<file path="src/rtl/mult_if_pipe_pkg.sv">
// ----------------------------------------------------------------------------
// mult_if_pipe_pkg: shared sizing helpers for the override priority pipeline
// Rev 1.0
// ----------------------------------------------------------------------------
`default_nettype none

package mult_if_pipe_pkg;

  localparam int CNT_W = 16;

  function automatic int sel_width(input int n_ch);
    return $clog2(n_ch + 1);
  endfunction

  // The override result is reported one past the last data channel.
  function automatic int ovr_index(input int n_ch);
    return n_ch;
  endfunction

endpackage

`default_nettype wire

</file>
<file path="src/rtl/mult_if_prio_enc.sv">
// ----------------------------------------------------------------------------
// mult_if_prio_enc: lowest-active-condition priority encoder with polarity
// Rev 1.0
// ----------------------------------------------------------------------------
`default_nettype none

module mult_if_prio_enc
  import mult_if_pipe_pkg::*;
#(
  parameter int              N_CH  = 5,
  parameter logic [N_CH-2:0] POL   = 4'b0101,
  parameter int              SEL_W = sel_width(N_CH)
) (
  input  logic [N_CH-2:0]  cond_i,
  output logic [SEL_W-1:0] win_o
);

  logic [N_CH-2:0] act;

  assign act = ~(cond_i ^ POL);

  // Scan from high to low so the lowest active channel is written last.
  always_comb begin
    win_o = SEL_W'(N_CH - 1);
    for (int i = N_CH - 2; i >= 0; i--) begin
      if (act[i]) win_o = SEL_W'(i);
    end
  end

endmodule

`default_nettype wire

</file>
<file path="src/rtl/mult_if_pipe.sv">
// ----------------------------------------------------------------------------
// mult_if_pipe: two-stage priority mux with late-inhibited data override
// Rev 1.0
// ----------------------------------------------------------------------------
`default_nettype none

module mult_if_pipe
  import mult_if_pipe_pkg::*;
#(
  parameter int              N_CH    = 5,
  parameter int              W       = 1,
  parameter logic [N_CH-2:0] POL     = 4'b0101,
  parameter int              OVR_POS = 3,
  localparam int             SEL_W   = sel_width(N_CH)
) (
  input  logic              clk,
  input  logic              rst_n,
  input  logic              in_valid,
  output logic              in_ready,
  input  logic [N_CH*W-1:0] data_in,
  input  logic [N_CH-2:0]   cond,
  input  logic              ovr_cond,
  input  logic [W-1:0]      ovr_data,
  input  logic              late_ctrl,
  output logic              out_valid,
  input  logic              out_ready,
  output logic [W-1:0]      data_out,
  output logic [SEL_W-1:0]  out_sel,
  output logic [CNT_W-1:0]  ovr_count
);

  localparam logic [SEL_W-1:0] OVR_SEL = SEL_W'(ovr_index(N_CH));

  logic [SEL_W-1:0] win;
  logic [W-1:0]     win_data;
  logic             pre;

  logic             s1_valid_q, s1_valid_d;
  logic [SEL_W-1:0] s1_win_q;
  logic [W-1:0]     s1_data_q;
  logic             s1_ovr_q;
  logic [W-1:0]     s1_odata_q;
  logic             s1_pre_q;

  logic             out_valid_q, out_valid_d;
  logic [W-1:0]     data_out_q, data_out_d;
  logic [SEL_W-1:0] out_sel_q, out_sel_d;
  logic [CNT_W-1:0] ovr_count_q, ovr_count_d;

  logic s2_load;
  logic s1_adv;
  logic accept;
  logic take_ovr;

  mult_if_prio_enc #(
    .N_CH  (N_CH),
    .POL   (POL),
    .SEL_W (SEL_W)
  ) u_prio_enc (
    .cond_i (cond),
    .win_o  (win)
  );

  always_comb begin
    win_data = '0;
    for (int i = 0; i < N_CH; i++) begin
      if (win == SEL_W'(i)) win_data = data_in[i*W +: W];
    end
  end

  assign pre = (win < SEL_W'(OVR_POS));

  assign s2_load  = !out_valid_q || out_ready;
  assign s1_adv   = s1_valid_q && s2_load;
  assign in_ready = !s1_valid_q || s2_load;
  assign accept   = in_valid && in_ready;

  // late_ctrl only steers this final 2:1 choice, sampled as stage 1 drains.
  assign take_ovr = s1_ovr_q && !late_ctrl && !s1_pre_q;

  always_comb begin
    s1_valid_d  = s1_valid_q;
    out_valid_d = out_valid_q;
    data_out_d  = data_out_q;
    out_sel_d   = out_sel_q;
    ovr_count_d = ovr_count_q;

    if (accept)      s1_valid_d = 1'b1;
    else if (s1_adv) s1_valid_d = 1'b0;

    if (s2_load) out_valid_d = s1_valid_q;

    if (s1_adv) begin
      data_out_d = take_ovr ? s1_odata_q : s1_data_q;
      out_sel_d  = take_ovr ? OVR_SEL    : s1_win_q;
    end

    if (out_valid_q && out_ready && (out_sel_q == OVR_SEL) && (ovr_count_q != '1))
      ovr_count_d = ovr_count_q + 1'b1;
  end

  always_ff @(posedge clk or negedge rst_n) begin
    if (!rst_n) begin
      s1_valid_q  <= 1'b0;
      s1_win_q    <= '0;
      s1_data_q   <= '0;
      s1_ovr_q    <= 1'b0;
      s1_odata_q  <= '0;
      s1_pre_q    <= 1'b0;
      out_valid_q <= 1'b0;
      data_out_q  <= '0;
      out_sel_q   <= '0;
      ovr_count_q <= '0;
    end else begin
      s1_valid_q <= s1_valid_d;
      if (accept) begin
        s1_win_q   <= win;
        s1_data_q  <= win_data;
        s1_ovr_q   <= ovr_cond;
        s1_odata_q <= ovr_data;
        s1_pre_q   <= pre;
      end
      out_valid_q <= out_valid_d;
      data_out_q  <= data_out_d;
      out_sel_q   <= out_sel_d;
      ovr_count_q <= ovr_count_d;
    end
  end

  assign out_valid = out_valid_q;
  assign data_out  = data_out_q;
  assign out_sel   = out_sel_q;
  assign ovr_count = ovr_count_q;

endmodule

`default_nettype wire

</file>
<file path="config.mk">
export PLATFORM = sky130hd
export DESIGN_NAME = mult_if_pipe
export DESIGN_NICKNAME = d
export VERILOG_FILES = /design/src/rtl/mult_if_pipe_pkg.sv /design/src/rtl/mult_if_prio_enc.sv /design/src/rtl/mult_if_pipe.sv
export SDC_FILE = /design/constraint.sdc
export NUM_CORES = 1
export LEC_CHECK = 0
export CAP_MARGIN = 40
export CORE_ASPECT_RATIO = 0.7
export CORE_UTILIZATION = 43
export DETAILED_ROUTE_END_ITERATION = 8
export PLACE_DENSITY = 0.75
export SLEW_MARGIN = 20
export SYNTH_ARGS = -nofsm -noshare
export SYNTH_HDL_FRONTEND = slang
export SYNTH_HIERARCHICAL = 1
export SYNTH_SLANG_ARGS = --single-unit
</file>
<file path="constraint.sdc">
create_clock -name clk -period 1.65 [get_ports clk]
set_input_delay 0.165 -clock clk [delete_from_list [all_inputs] [get_ports clk]]
set_output_delay 0.165 -clock clk [all_outputs]
set_load 0.02 [all_outputs]
</file>
==> key figures, run 1 <==
Timing
  • Worst Setup Slack, final: -0.0278 ns
  • Max Slew Vio Count: 0
  • Worst Tran Pin Value: 0.409 ns
  • Relative slew slack: 72.3%
  • RSZ-0062 raised after global routing: true
  • Hold Vio Cnt, Final: 0
  • Setup_tns: -0.0278 ns
  • FMAX: roughly 600 MHz
  • Fin crit period: 1.68 ns
  • Final setup vio count: 1
  • Final worst path period share: 102%
  • Worst Skew: 0.00692 ns

Placed design
  • Place WS: -0.126 ns
  • Hpwl dp: 2510 microns
  • Cell count after placement: 224
  • # port buffers: 37
  • Final RePlAce weighted congestion: 0.889

Worst setup path
  • R2R setup slack: -0.03 ns
  • Critical path class: register to register
  • R2R depth: 6
  • Crit path capture type: register
  • Crit path launch: ovr_count[0]
  • Worst setup SP type: register
  • Reg2reg start: ovr_count[0]
  • Highest fanout seen on the critical path: 7
  • Crit path DAT: between 1.5 and 2 ns
  • Reg-to-reg endpoint: ovr_count[1]
  • CP Data Required Time: approximately 1.8 ns

Global routing
  • Number of global-route vias before repair: about 1100
  • Overflow after GRT: 0
  • First-pass GRT wire length: roughly 5500 microns
  • All-Layer GR Usage: 20.1%
  • Initial antenna violation count: 0
  • Largest net degree at the start of global routing: 30

Status
  • Run status: complete, but fails checks
  • Violated checks: negative setup slack

Job
  • Max cap viols: 0

Clocking
  • Clock Tree Root: clkbuf_8
  • CTS tree: done
  • CTS buffer count: 5
  • Post-CTS Hold Fix Bufs: 0
  • Htree depth: 2
  • Clock slew at reported path FFs: 0.06 ns
  • Maximum buffer depth of the clock tree: 2
  • Clk Latency, worst-skew pair: 0.28 ns
  • Clock sink total: 29

Floorplanning
  • Die ar.: 0.00368 sq mm
  • CORE AREA: 0.00321 sq mm
  • Die Wd: 72.1 microns
  • Die H: a little over 50 microns
  • I/O Pins: 38
  • Cell row count: 17
  • Initial Util: between 40% and 50%

Final layout
  • Nets@finish: between 200 and 250
  • Finished Core Util: about 67%
  • Number of diodes: 0
  • Area growth, synth to finish: 45.9%
  • Layout cells sized above 1: between 20% and 30%
  • Post-Layout Cell Count: 236

Synthesis
  • Ys Warns: 6
  • Post-Syn Area per Cell: around 12 sq um
  • Post-synthesis sequential area ratio: between 40% and 50%
  • Area contributors post-synth: dfrtp_1 49%, mux2_2 6.9%, xor2_1 5.3%
  • Ys async rst share: 100%
  • List of most frequent post-synthesis cells: 29 x dfrtp_1, 13 x nand2_1, 9 x mux2_2, 9 x xor2_1, 6 x nor2_1
  • Post-synth EDFFs: 0
  • Mapped Area: ~0.0015 sq mm
  • FF+latch count, synth: 29
  • Syn nets: around 140
  • Ys flop type: dfrtp_1
  • Count leader, synth: dfrtp_1
  • Area share of the largest cell type after synthesis: a little under 50%
  • Mapped Cells: 127
  • Largest area contributor in the netlist: dfrtp_1
  • Cell variety after synth: 39

Pwr
  • Maximum vdd drop: approximately 0.52 mV
  • P_leak: around 0.98 nW
  • Pwr Density: 857 mW/mm^2

Drt
  • Via density: roughly 5.2
  • Routed WL: 3520 microns
  • Routed WL per cell: about 15 microns
  • Pre-Repair DR Iteration Count: 4
  • Initial drt markers: 84
  • Final ANT Viol Nets: 0
  • # DRC: 0
  • DR vias: ~1200

Min path
  • Min-Delay Path Class: input pin to async pin
worst max path at each step:
stage	endpoint	slack, ns	cells after the start
after global placement	ovr_count[15]	-0.08	5
final	ovr_count[1]	-0.03	6
after detailed placement	ovr_count[15]	-0.13	5
after CTS	ovr_count[1]	0.02	5
after floorplan	ovr_count[1]	0.002	5
after global routing	ovr_count[1]	-0.07	6
state kept, by name (all words and copies together) (netlist names):
register	count
data_out	1
out_sel	3
out_valid	1
ovr_count	16
s1_data_q	1
s1_odata_q	1
s1_ovr_q	1
s1_pre_q	1
s1_valid_q	1
s1_win_q	3
cell type report:
| cell class | instances | area, sq um |
|---|---|---|
| Clock buffer | 8 | 90.1 |
| Inverter | 1 | 3.75 |
| Fill cell | 234 | 1050 |
| Multi-Input combinational cell | 97 | 772 |
| Sequential cell | 29 | 729 |
| Timing Repair Buffer | 54 | 503 |
| Tap cell | 47 | 58.8 |
cell usage in the layout, fill, tap and decap left out, types with 2 or more instances in the layout:
cell	count
a21oi_1	4
and3_1	2
buf_4	16
clkbuf_1	2
clkbuf_8	6
clkdlybuf4s50_1	35
dfrtp_1	26
dfrtp_2	3
mux2_2	9
nand2_1	13
nand2b_1	5
nand3_1	3
nand3_2	2
nand4_1	4
nand4_2	2
nor2_1	6
nor3_1	2
nor3b_1	3
nor4_1	3
nor4_4	2
nor4b_1	3
o21ai_0	5
xor2_1	9
per-layer routing:
metal / global-route usage [%] / vias to the layer above / routed length, microns
li1: - / 591 / -
met1: 27.0 / 587 / 1680
met3: 6.51 / 4 / 205
met2: 30.5 / 49 / 1590
met5: 0 / - / 0
met4: 7.19 / 0 / 39
worst max-delay path, cell delays in order (launching register included):
cell and delay, ns:
dfrtp_2 0.41, ha_4 0.16, nand4_1 0.16, nor4_4 0.32
buf_6 0.17, nor2_4 0.04, mux2_4 0.31
power by group:
group,total [mW],switching [mW],internal (mW)
registers,0.841,0.0616,0.780
logic,0.409,0.182,0.226
clock network,0.598,0.259,0.339
total,1.85,0.503,1.35
metrics by stage:
stage / power, mW / hold slack [ns] / instance area (sq um)
global route: 1.94 / 0.305 / 2160
detailed placement: 1.21 / 0.477 / 2010
global placement: 1.19 / 0.465 / 2010
CTS: 1.81 / 0.294 / 2100
floorplan: 1.01 / -0.131 / 1480
finish: 1.85 / 0.278 / 2160
logic make-up (layout without fill, tap and decap cells):
kind of cell               Yosys count  in the layout  share of synthesized area (%)
xor gates and xnor gates            10             10                           5.92
adders and majority gates            1              1                          0.846
AOI/OAI and AO/OA                   14             14                           5.92
muxes                               12             12                           10.1
DFF                                 29             29                           49.1
and+or+nand+nor                     60             60                           27.9
buffers and inverters                1             63                          0.254
timing repair:
item | in CTS | in global routing
resized for setup | 1 | 8
pin swaps | 0 | 2
setup endpoints to repair | 1 | 8
buffers inserted | 0 | 4
gates cloned | 0 | 0
No activity file was read; power rests on OpenSTA's default activity.
==> run 2: changes to the inputs <==
Settings changed: CORE_UTILIZATION 43 to 55, DONT_BUFFER_PORTS set to 1, PLACE_DENSITY 0.75 to 0.7.
Clock period 1.65 ns to 1.8 ns, I/O delays scaled along.
==> run 2 against run 1 <==
Compared with the run above:
- the flow now finishes without violations
- setup slack improved by 0.15 ns
- die area is 21% lower
- non-clock buffer count shrank 29
- clock power shrank 11%
==> key figures, run 2 (synthesis results as in run 1) <==
Pwr
  • Tot Pwr: 1.57 mW
  • Pwr Density: between 800 and 900 mW/mm^2
  • P_leak: a little under 0.9 nW
  • Maximum vdd drop: roughly 0.54 mV

Clocking
  • CTS tree: done
  • Htree depth: 2
  • Clk Latency, worst-skew pair: ~0.28 ns
  • Clock sink total: 29
  • Post-CTS resize count: 0
  • Maximum buffer depth of the clock tree: 2
  • CTS buffer count: 5
  • Clock slew at reported path FFs: about 0.060 ns
  • Clock Tree Root: clkbuf_8
  • Post-CTS setup buffer count: 0

Placed design
  • # port buffers: 0
  • Hpwl dp: approximately 2300 microns
  • Post-place instance area: between 0.0015 and 0.002 sq mm
  • Place WS: just over 0.09 ns
  • Final RePlAce weighted congestion: between 0.8 and 0.9

Worst setup path
  • Highest fanout seen on the critical path: 7
  • Crit-path cells: ha_1, nand4_1, nor4_4, nor2_2, mux2_4
  • Crit path capture type: register
  • Worst setup SP type: register
  • Crit path DAT: between 1.5 and 2 ns
  • Critical path class: register to register
  • CP Data Required Time: between 1.5 and 2 ns
  • CP peak stage delay: between 0.3 and 0.4 ns
  • Slowest CP cell: dfrtp_1

Timing
  • Worst Skew: about 0.003 ns
  • Worst Tran Pin Value: ~0.44 ns
  • RSZ-0062 raised after global routing: false
  • Final hold slack: around 0.012 ns
  • Max Slew Vio Count: 0
  • Worst Setup Slack, final: ~0.12 ns
  • Final setup vio count: 0
  • FMAX: 596 MHz
  • Relative slew slack: 70.4%
  • Final worst path period share: 93.2%
  • Hold Vio Cnt, Final: 0
  • Setup_tns: 0 ns
  • Fin crit period: around 1.7 ns

Final layout
  • Commonest cells after routing, fill and taps aside: 29 x dfrtp_1, 23 x buf_4, 13 x nand2_1
  • Layout cells sized above 1: 32.1%
  • Number of diodes: 0
  • Max FFs per register: 16
  • Post-route cell area: roughly 0.0018 sq mm
  • Most common cell after layout, fill and taps aside: dfrtp_1
  • Area growth, synth to finish: 22.4%
  • Nets@finish: between 150 and 200

Job
  • Max cap viols: 0

Global routing
  • First-pass GRT wire length: approximately 5300 microns
  • Overflow after GRT: 0
  • All-Layer GR Usage: roughly a quarter
  • Initial antenna violation count: 0
  • Number of global-route vias before repair: 1113
  • Largest net degree at the start of global routing: 30

Floorplanning
  • Die H: ~45 microns
  • Initial Util: approximately 60%
  • CORE AREA: 0.00250 sq mm
  • Cell row count: 15
  • Die Wd: roughly 64 microns
  • I/O Pins: 38
  • Die ar.: roughly 0.0029 sq mm

Drt
  • Via density: between 5 and 6
  • Pre-Repair DR Iteration Count: 5
  • # DRC: 0
  • DR vias: between 1000 and 1500
  • Initial drt markers: 64
  • Final ANT Viol Nets: 0
  • Routed WL: around 3200 microns
  • Routed WL per cell: between 15 and 20 microns

Status
  • Run status: complete, no violations

Min path
  • Min-Delay Path Class: input pin to register
[run 2: timing repair]
action / CTS / global route
hold endpoints to repair: 29 / 0
hold buffers: 2 / 0
setup endpoints to repair: 0 / 1
[run 2: area by class of cell]
| cell class | count | area, sq um |
|---|---|---|
| Clock buffer | 7 | 86.3 |
| Fill cell | 195 | 686 |
| Inverter | 1 | 3.75 |
| Multi-Input combinational cell | 97 | 749 |
| Sequential cell | 29 | 726 |
| Tap cell | 34 | 42.5 |
| Timing Repair Buffer | 25 | 203 |
[run 2: power by group]
group	switching (mW)	leakage [nW]	internal, mW	total, mW
sequential	0.0482	0.379	0.713	0.761
clock	0.228	0.0443	0.302	0.530
combinational	0.152	0.455	0.123	0.275
total	0.427	0.878	1.14	1.57
[run 2: worst max-delay path: cells and delay by family, from the launching register on]
| family | cells | cell delay (ns) |
|---|---|---|
| adder cells (fa/ha/maj) | 1 | 0.25 |
| flip-flops | 1 | 0.38 |
| multiplexers | 1 | 0.31 |
| AND/OR/NAND/NOR | 3 | 0.63 |
[run 2: routing by layer]
layer	up-vias	routed length, microns	GRT usage, %
met5	-	0	0
met4	0	85	14.1
met3	12	199	8.75
met2	46	1460	40.0
met1	554	1510	32.4
li1	529	-	-
[run 2: path summary, 6_finish.rpt]
| path | from | to | slack (ns) | depth (start not counted) |
|---|---|---|---|---|
| max | ovr_count[1] | ovr_count[1] | 0.12 | 5 |
| min | in_valid | s1_valid_q | 0.01 | 1 |
| max reg2reg | ovr_count[1] | ovr_count[1] | 0.12 | 5 |
| min reg2reg | s1_pre_q | s1_pre_q | 0.48 | 1 |
| max in group asynchronous | rst_n | ovr_count[8] | 1.27 | 2 |
| min in group asynchronous | rst_n | ovr_count[5] | 0.37 | 2 |
[run 2: through the flow]
| step | utilization (%) | instances |
|---|---|---|
| 3_3_place_gp | 67.9 | 184 |
| 5_1_grt | 72.5 | 193 |
| 4_1_cts | 72.5 | 193 |
| 2_1_floorplan | - | 127 |
| 3_5_place_dp | 67.9 | 184 |
| 6_report | 72.5 | 193 |
==> run 3: changes to the inputs <==
Settings changed: CORE_UTILIZATION 55 to 48, DONT_BUFFER_PORTS 1 to not set, PLACE_DENSITY 0.7 to 0.81.
==> run 3 against run 2 <==
Compared with the run above:
- total power grew 14%
- sequential cell count did not move
- sequential power up 0.7%
- clock skew is 0.0059 ns higher
- utilization down 0.24 points
- sequential share of layout area down 5.0 points
- global-route usage is 0.79 points lower
- setup slack lost 0.031 ns
- cell count increased by 11%
- via count up 4.4%
- critical path type is now input pin to output port
- largest cell class unchanged
- largest power group unchanged
==> key figures, run 3 (synthesis results as in run 1) <==
Drt
  • Final ANT Viol Nets: 0
  • Via density: around 5.5
  • Pre-Repair DR Iteration Count: 4
  • DR vias: 1191
  • Routed WL per cell: 16.0 microns
  • # DRC: 0
  • Routed WL: roughly 3400 microns
  • Initial drt markers: 100

Final layout
  • Area growth, synth to finish: 39.9%
  • Layout cells sized above 1: 20.1%
  • Nets@finish: 195
  • Max FFs per register: 16
  • Number of diodes: 0
  • Commonest cells after routing, fill and taps aside: 37 x clkdlybuf4s50_1, 29 x dfrtp_1, 13 x nand2_1
  • Most common cell after layout, fill and taps aside: clkdlybuf4s50_1
  • Multi-input logic area: around 760 sq um
  • Sequential cell area: slightly above 700 sq um
  • FILL cells: about 210

Clocking
  • Clock sink total: 29
  • Maximum buffer depth of the clock tree: 2
  • Clock Tree Root: clkbuf_8
  • Post-CTS setup buffer count: 0
  • Clock slew at reported path FFs: roughly 0.07 ns
  • Htree depth: 2
  • Clk Latency, worst-skew pair: about 0.29 ns
  • CTS tree: done
  • Post-CTS resize count: 0
  • Post-CTS Hold Fix Bufs: 0
  • CTS buffer count: 5

Worst setup path
  • WP buf/inv: 2
  • Critical path class: input pin to output port
  • Crit path capture type: output port
  • CP peak stage delay: around 0.63 ns
  • R2R depth: 4
  • Highest fanout seen on the critical path: 4
  • Critical path depth in cells: 3
  • Delay-heaviest family, CP: buffers and inverters
  • Slowest CP cell: clkdlybuf4s50_1
  • Crit path launch: out_ready
  • CP Data Required Time: between 1.5 and 2 ns
  • Crit path DAT: 1.53 ns
  • Worst setup SP type: input pin
  • Most frequent CP cell: clkdlybuf4s50_1
  • Reg2reg start: ovr_count[6]
  • Reg-to-reg endpoint: ovr_count[11]
  • R2R setup slack: approximately 0.16 ns
  • Crit-path cells: clkdlybuf4s50_1, nand3b_1, clkdlybuf4s50_1

Placed design
  • Place WS: -0.0901 ns
  • # port buffers: 37
  • Hpwl dp: between 2000 and 3000 microns
  • Final RePlAce weighted congestion: roughly 0.83

Global routing
  • Number of global-route vias before repair: around 1200
  • First-pass GRT wire length: 5890 microns
  • All-Layer GR Usage: 24.9%
  • Overflow after GRT: 0
  • Largest net degree at the start of global routing: 30
  • Initial antenna violation count: 0

Job
  • Max cap viols: 0

Pwr
  • Maximum vdd drop: a little over 0.5 mV
  • P_leak: 0.931 nW
  • Tot Pwr: about 1.8 mW
  • Pwr Density: around 860 mW/mm^2

Floorplanning
  • Cell row count: 16
  • Initial Util: between 50% and 60%
  • Die H: about 48 microns
  • CORE AREA: around 0.0029 sq mm
  • Die Wd: approximately 68 microns
  • I/O Pins: 38
  • Die ar.: 0.00331 sq mm

Timing
  • Fin crit period: 1.71 ns
  • Final worst path period share: between 90 and 100%
  • Worst Setup Slack, final: ~0.09 ns
  • FMAX: 585 MHz
  • Hold Vio Cnt, Final: 0
  • Relative slew slack: ~75%
  • RSZ-0062 raised after global routing: false
  • Worst Tran Pin Value: between 0.3 and 0.4 ns
  • Max Slew Vio Count: 0
  • Worst Skew: approximately 0.0090 ns
  • Final setup vio count: 0

Min path
  • Min-Delay Path Class: input pin to async pin

Status
  • Run status: complete, no violations
==> run 3: cell count changes in the layout (fill, tap and decap cells not counted) <==
cell,delta
clkdlybuf4s50_1,+37
buf_4,-16
buf_12,-1
bufinv_16,+1
dlygate4sd3_1,-1
nor4b_1,-1
nor4b_2,+1
==> run 3: worst register-to-register path, stage by stage (launching register included) <==
cell and delay [ns]:
dfrtp_1 0.46, nand4_1 0.20, nor4_4 0.42, nand3_1 0.16
mux2_2 0.29
==> run 3: how the worst max path moves through the flow <==
stage               slack [ns]             to
floorplan                 0.06   ovr_count[1]
global placement          0.05  ovr_count[15]
detailed placement       -0.09  ovr_count[14]
CTS                       0.08       in_ready
global route              0.03  ovr_count[15]
finish                    0.09       in_ready
==> run 3: layout make-up <==
cell class                 instances  share of cell area [%]
multi-input combinational         97                    36.5
sequential                        29                    35.1
timing repair buffer              44                    20.4
clock buffer                       7                    4.17
tap                               36                    2.18
clock inverter                     1                    1.45
inverter                           1                   0.181
==> run 3: routing by layer <==
layer | up-vias | track usage, % | wire, microns
met3 | 10 | 9.43 | 196
li1 | 572 | - | -
met1 | 562 | 33.9 | 1570
met4 | 0 | 9.03 | 98
met5 | - | 0 | 0
met2 | 47 | 35.8 | 1570
==> run 3: per-stage QoR <==
stage / instances / hold slack (ns) / TNS, ns / utilization (%) / cell area [sq um]
after floorplan: 127 / -0.116 / 0 / - / 1480
after global placement: 207 / 0.462 / 0 / 68.0 / 1950
after detailed placement: 207 / 0.487 / -0.108 / 68.0 / 1950
after CTS: 215 / 0.289 / 0 / 72.1 / 2060
after global routing: 215 / 0.321 / 0 / 72.3 / 2070
final: 215 / 0.282 / 0 / 72.3 / 2070
==> run 3: power by group <==
part	total (mW)	switching (mW)	internal, mW	leakage, nW
combinational	0.319	0.148	0.172	0.493
clock	0.702	0.251	0.451	0.0585
sequential	0.766	0.0532	0.712	0.379
